===== src/rtl/scrolling_matrix_display.sv =====
`default_nettype none
// ============================================================================
//  Module   : scrolling_matrix_display
//  Purpose  : Column-scanned LED matrix driver. It holds a NUM_COLS x LINES
//             framebuffer, scans one physical column per SCAN_DIV clocks and
//             can scroll the image horizontally by one column every
//             SCROLL_DIV frames.
//  Ports    : clk          - single clock, rising edge
//             reset        - synchronous, active-high reset
//             wr_en        - framebuffer column write strobe
//             wr_addr      - framebuffer column to write
//             wr_data      - column bitmap (bit i = line i lit)
//             scroll_en    - enable horizontal scrolling
//             blank        - force all lines off, scanning continues
//             column       - physical column currently driven
//             line         - registered line pattern for that column
//             frame_start  - one-cycle pulse when column wraps to 0
//  Revision : 1.0 - initial release
// ============================================================================
module scrolling_matrix_display #(
    parameter int          NUM_COLS   = 16,
    parameter int          LINES      = 4,
    parameter logic [23:0] SCAN_DIV   = 24'd10_000,
    parameter int          SCROLL_DIV = 8
) (
    input  logic                         clk,
    input  logic                         reset,
    input  logic                         wr_en,
    input  logic [$clog2(NUM_COLS)-1:0]  wr_addr,
    input  logic [LINES-1:0]             wr_data,
    input  logic                         scroll_en,
    input  logic                         blank,
    output logic [$clog2(NUM_COLS)-1:0]  column,
    output logic [LINES-1:0]             line,
    output logic                         frame_start
);

    localparam int COL_W = $clog2(NUM_COLS);
    localparam int PS_W  = (SCAN_DIV > 24'd1) ? $clog2(SCAN_DIV) : 1;
    localparam int FC_W  = (SCROLL_DIV > 1) ? $clog2(SCROLL_DIV) : 1;

    localparam logic [PS_W-1:0]  c_PS_LAST  = PS_W'(SCAN_DIV - 24'd1);
    localparam logic [COL_W-1:0] c_COL_LAST = COL_W'(NUM_COLS - 1);
    localparam logic [FC_W-1:0]  c_FC_LAST  = FC_W'(SCROLL_DIV - 1);

    // State
    logic [PS_W-1:0]  ps_q,  ps_d;
    logic [COL_W-1:0] col_q, col_d;
    logic [COL_W-1:0] off_q, off_d;
    logic [FC_W-1:0]  fc_q,  fc_d;
    logic [LINES-1:0] line_q, line_d;
    logic             frame_start_q, frame_start_d;
    logic [LINES-1:0] fb_q [NUM_COLS];
    logic [LINES-1:0] fb_d [NUM_COLS];

    logic             w_terminal;
    logic             w_wrap;
    logic [COL_W-1:0] w_rd_addr;

    assign w_terminal = (ps_q == c_PS_LAST);
    assign w_wrap     = w_terminal && (col_q == c_COL_LAST);
    // Power-of-two depth: the sum wraps naturally, giving the modulo for free.
    assign w_rd_addr  = col_q + off_q;

    always_comb begin
        ps_d          = w_terminal ? '0 : ps_q + 1'b1;
        col_d         = w_terminal ? col_q + 1'b1 : col_q;
        frame_start_d = w_wrap;

        // Read uses the pre-write buffer, so a same-cycle write to the
        // displayed column shows up one edge later.
        line_d = blank ? '0 : fb_q[w_rd_addr];

        // Offset only moves on the wrap edge so a frame never mixes offsets.
        off_d = off_q;
        fc_d  = fc_q;
        if (!scroll_en) begin
            fc_d = '0;
        end else if (w_wrap) begin
            if (fc_q == c_FC_LAST) begin
                fc_d  = '0;
                off_d = off_q + 1'b1;
            end else begin
                fc_d  = fc_q + 1'b1;
            end
        end

        fb_d = fb_q;
        if (wr_en) begin
            fb_d[wr_addr] = wr_data;
        end
    end

    always_ff @(posedge clk) begin
        if (reset) begin
            ps_q          <= '0;
            col_q         <= '0;
            off_q         <= '0;
            fc_q          <= '0;
            line_q        <= '0;
            frame_start_q <= 1'b0;
            for (int i = 0; i < NUM_COLS; i++) begin
                fb_q[i] <= '0;
            end
        end else begin
            ps_q          <= ps_d;
            col_q         <= col_d;
            off_q         <= off_d;
            fc_q          <= fc_d;
            line_q        <= line_d;
            frame_start_q <= frame_start_d;
            fb_q          <= fb_d;
        end
    end

    assign column      = col_q;
    assign line        = line_q;
    assign frame_start = frame_start_q;

endmodule
`default_nettype wire


===== config.mk =====
export PLATFORM = sky130hd
export DESIGN_NAME = scrolling_matrix_display
export DESIGN_NICKNAME = d
export VERILOG_FILES = /design/src/rtl/scrolling_matrix_display.sv
export SDC_FILE = /design/constraint.sdc
export NUM_CORES = 1
export LEC_CHECK = 0
export CAP_MARGIN = 0
export CORE_UTILIZATION = 43
export DETAILED_ROUTE_END_ITERATION = 16
export PLACE_DENSITY_LB_ADDON = 0.2
export REMOVE_ABC_BUFFERS = 1
export SETUP_SLACK_MARGIN = 0.02
export SKIP_LAST_GASP = 1
export SLEW_MARGIN = 30
export SYNTH_ARGS = -nofsm -noshare
export SYNTH_HDL_FRONTEND = slang
export SYNTH_SLANG_ARGS = --single-unit

===== constraint.sdc =====
create_clock -name clk -period 7.8 [get_ports clk]
set_clock_uncertainty 0.15 [all_clocks]
set_input_delay 0.78 -clock clk [delete_from_list [all_inputs] [get_ports clk]]
set_output_delay 0.78 -clock clk [all_outputs]
set_load 0.005 [all_outputs]

==> summary.md <==
| Metric | Value |
|---|---|
| Worst min-delay path category | `flip-flop to flip-flop` |
| Most frequent cells in the layout | `dfxtp_1 (94), nor2_1 (50), a21oi_1 (50)` |
| Max-Cap Viols | `0` |
| GP Congestion | `0.740` |
| Crit Path Class | `flip-flop to flip-flop` |
| Standard-cell rows | `35` |
| Worst reg2reg path startpoint | `column[0]` |
| DP HPWL | `6210 um` |
| Post-synthesis sequential area ratio | `44.7%` |
| VDD IR-drop max | `0.0000829 V` |
| Multi-input gate area | `2210 um2` |
| Setup violators final | `0` |
| I/O Buffers | `21` |
| Flip-flop and latch area | `1880 um2` |
| Syn avg cell area | `9.18 um2` |
| Status | `completed` |
| H-tree Lvls | `3` |
| Hold-fix buffers, CTS | `0` |
| Area of the die | `10,200 um2` |
| CTS Buffer Depth | `2` |
| Detailed Route WL | `9410 um` |
| Startpoint types | `flip-flop` |
| Placed cell areas | `4470 um2` |
| Synth Instances | `459` |
| Synth-to-layout area growth | `10.7%` |
| Worst-skew pair later-pin latency | `360 ps` |
| Clk root buf | `clkbuf_8` |
| WP data required | `7890 ps` |
| CP endpoint kind | `flip-flop` |
| Fin Setup TNS | `0 ps` |
| Layout cells sized above 1 | `7.73%` |
| Total Routing Usage GR | `20.0%` |
| First-pass GRT wire length | `15,700 um` |
| Total CTS buffers | `9` |
| Relative slew slack | `41.3%` |
| Endpoints failing hold | `0` |
| Post-synth cell types | `35` |
| Antenna violations before repair | `0` |
| Drt pass-1 iters | `5` |
| Unrepaired setup endpoints after global routing | `false` |
| Pins Over Slew Limit | `0` |
| Final #Nets | `483` |
| Fin crit period | `2800 ps` |
| # DRC | `0` |
| Lkg Pwr | `0.00164 uW` |
| Detail Route Antenna Nets | `0` |
| Crit path DAT | `2890 ps` |
| Synth Register Bits | `94` |
| Critical Path Source | `column[0]` |
| Pin count of the biggest net entering global routing | `79` |
| Iter 0 DRT Violations | `176` |
| PwrDens | `180 nW/um2` |
| Via count | `3,275` |
| Hold Startpoint | `fb_q[60]` |
| Fill count | `925` |
| Via density | `5.50` |
| Tcrit/Tclk final | `35.9%` |
| Post-cts gate resize count | `0` |
| Most common cell after layout, fill and taps aside | `dfxtp_1` |
| Sink Count | `94` |
| Yosys Warn Count | `0` |
| Global route overflow | `0` |
| Fin area | `4670 um2` |
| Worst slew pin tran | `873 ps` |
| Initial Utilization | `45.0%` |
| ANT cells | `0` |
| CTS clock-pin slew for the worst setup and hold paths | `90 ps` |
| Die Wd | `101 um` |
| CTS tree | `built` |
| Routed len/inst | `15.8 um` |
| I/O pins | `22` |
| Post-Syn Area | `4210 um2` |
| Core ar. | `9370 um2` |
| Vias in the first global route | `3,144` |
| Die Height | `101 um` |
| Peak Freq | `357 MHz` |
| Crit Path Max Fanout | `16` |
| Post-CTS Setup Repair Bufs | `0` |
-- cell type report --
| class | instances | area share [%] |
|---|---|---|
| well taps | 129 | 3.46 |
| repair buffers | 22 | 4.56 |
| multi-input cells | 330 | 47.3 |
| inverters | 4 | 0.322 |
| clock buffers | 12 | 3.33 |
| clock inverters | 4 | 0.670 |
| flip-flops and latches | 94 | 40.3 |
-- registers in the layout, summed over array words and instances, names as in the netlist --
name and cells:
fc_q 3, frame_start 1, ps_q 14, off_q 4, line 4, fb_q 64, column 4
-- cell families after synthesis --
logic type,count (synthesis),share of synthesized area [%]
compound gates,101,12.4
mux,50,16.6
xor+xnor,15,3.12
simple gates,155,17.2
fa+ha+maj,9,2.85
buf+inv,35,3.18
flops,94,44.7
-- final timing paths --
kind	end	slack [ps]	depth (start not counted)
setup / recovery	line[3]	5000	5
hold / removal	fb_q[60]	320	2
setup reg to reg	line[3]	5000	5
hold reg to reg	fb_q[60]	320	2
-- synthesized netlist by cell type, drive strengths merged --
library cell / number / area share (%)
dfxtp: 94 / 45
a21oi: 50 / 5.9
nor2: 50 / 4.5
nand2: 49 / 4.4
o21ai: 43 / 5.1
mux2i: 34 / 8.1
clkbuf: 29 / 2.6
mux4: 16 / 8.6
nand3: 14 / 1.7
ha: 8 / 2.4
xor2: 8 / 1.7
xnor2: 7 / 1.5
nand2b: 6 / 0.89
nand4: 6 / 0.89
or3: 5 / 0.74
inv: 4 / 0.36
nor3: 4 / 0.48
nor4: 4 / 0.59
o22ai: 4 / 0.59
or4: 4 / 0.71
and3: 3 / 0.45
and4: 2 / 0.42
buf: 2 / 0.21
nand3b: 2 / 0.36
nor3b: 2 / 0.36
or4b: 2 / 0.48
a21boi: 1 / 0.18
a21o: 1 / 0.18
fa: 1 / 0.48
nor2b: 1 / 0.15
o21ba: 1 / 0.24
o31ai: 1 / 0.18
or2b: 1 / 0.18
-- critical path, cell delays in order, from the launching register on --
cell and delay, ps:
dfxtp_1 380, ha_2 220, fa_1 1060, mux4_2 450
mux2i_1 280, o22ai_1 130
-- per-layer routing --
| metal | global-route usage [%] | routed length, um | up-vias |
|---|---|---|---|
| li1 | - | - | 1624 |
| met1 | 27.9 | 4580 | 1571 |
| met2 | 31.4 | 4260 | 72 |
| met3 | 3.54 | 475 | 8 |
| met4 | 6.24 | 93 | 0 |
| met5 | 0 | 0 | - |
-- report_power, final --
| group | leakage (uW) | internal (uW) | switching [uW] |
|---|---|---|---|
| combinational | 0.000801 | 14.6 | 30.1 |
| sequential | 0.000759 | 485 | 3.60 |
| clock | 0.0000848 | 134 | 171 |
-- per-stage QoR --
stage	util [%]	worst slack (ps)	hold WS [ps]	instances	total power [uW]
3_5_place_dp	47.7	4710	303	579	545
6_report	49.8	5000	319	595	838
5_1_grt	49.8	4860	345	595	873
3_3_place_gp	47.7	4880	294	579	544
2_1_floorplan	-	5360	277	428	518
4_1_cts	49.7	4980	316	595	847
Note: power is estimated with default switching activity, not from simulation.
==> patch: new RTL, same flow settings <==
The output `line` loses its register stage (`line_q` becomes a continuous assignment).
--- a/src/rtl/scrolling_matrix_display.sv
+++ b/src/rtl/scrolling_matrix_display.sv
@@ -99,3 +99,2 @@
             fc_q          <= '0;
-            line_q        <= '0;
             frame_start_q <= 1'b0;
@@ -109,3 +108,2 @@
             fc_q          <= fc_d;
-            line_q        <= line_d;
             frame_start_q <= frame_start_d;
@@ -114,2 +112,4 @@
     end
+
+    assign line_q = line_d;
 
Formal check against the unedited RTL: not equivalent (Yosys sat finds a counterexample within 4 cycles, from zero or initial values and one cycle with reset high).
==> patch against the original RTL <==
Via count down 9.0%. Worst setup slack worse by 1.5 ns. Core utilization about the same. Largest cell class unchanged. First-iteration DRC count down 40%. Power up 1.3%. Sequential cell count down 4. Cell area down 0.38%. Area after synthesis down 0.92%. Wire length down 7.6%.
==> patch: results (changes against the original RTL) <==
[outcome] status complete, no violations
[yosys] leading post-synthesis cells by cell area dfxtp_1, mux2i_1, nor2_1
[cells_and_area] post-route cell area 0.00465 mm^2 [-0.38%]
[power] sequential group share of total power 55.1% [-3.2 points]
[yosys] compound-cell area share of the yosys netlist 4.08% [-8.3 points]
[placed_design] instance count after placement with tap cells included 554 [-4.3%]
[placed_design] placed standard-cell area 0.00444 mm^2 [-0.73%]
[cells_and_area] share of layout cells above drive strength 1 6.35% [-1.4 points]
[placed_design] weighted congestion at the end of routability-driven global placement 0.783 [+5.8%]
[cells_and_area] sequential cell area share 38.8% [-1.6 points]
[timing] slew of the pin with the lowest slew margin 0.784 ns [-0.0889 ns]
[global_routing] total global-route track usage 18.9% [-1.0 points]
[cells_and_area] Clock buf/inv share 4.55% [+0.55 points]
[cells_and_area] layout buffering overhead excluding clock cells 4.74% [+0.18 points]
[yosys] leading cell types by count after synthesis nor2_1, dfxtp_1, mux2i_1
[power] maximum ir drop on the vdd rail 75.6 uV [-8.8%]
[route] routed wire length 8690 um [-7.6%]
[power] Gate power share 4.9% [-0.4 points]
[global_routing] global-route wire length before repair 14700 um [-6.9%]
[yosys] adder-cell share of the synthesized area 2.88% [+0.026 points]
[yosys] post-synthesis sequential element count 90 [-4.3%]
[route] first-iteration detailed-routing DRC count 106 [-40%]
[cells_and_area] count of filler cells inserted in the layout 873 [-5.6%]
[cells_and_area] share of cell area taken by multi-input logic gates 48.2% [+0.82 points]
[cells_and_area] net count reported at finish 458 [-5.2%]
[cells_and_area] clk_buf instances 11 [-1]
[yosys] sequential area share after synthesis 43.2% [-1.5 points]
[critical_path] FF-to-FF path depth 6 [+1]
[power] net switching power of the design 202 uW [-1.4%]
[cells_and_area] multi-input combinational cell count 308 [-6.7%]
==> patch: cell count changes in the layout (fill, tap and decap cells not counted), moves of 16 or more <==
| cell | delta |
|---|---|
| a21oi_1 | -37 |
| mux2i_1 | +40 |
| mux4_2 | -16 |
| nand2_1 | -33 |
| nor2_1 | +47 |
| o21ai_0 | -38 |
==> patch: path summary, 6_finish.rpt <==
check	startpoint	end	slack, ns
setup / recovery	column[0]$_SDFFE_PP0P_	line[1]	3.52
hold / removal	fb_q[60]$_SDFFE_PP0P_	fb_q[60]$_SDFFE_PP0P_	0.31
setup reg to reg	ps_q[0]$_SDFF_PP0_	off_q[1]$_SDFFE_PP0P_	5.54
hold reg to reg	fb_q[60]$_SDFFE_PP0P_	fb_q[60]$_SDFFE_PP0P_	0.31
==> patch: metal layers <==
layer,part of all wire [%],global-route usage [%],vias up
li1,-,-,1493
met1,48,25.6,1431
met2,47,29.9,43
met3,4.2,3.26,12
met4,1.6,7.92,0
met5,0,0,-
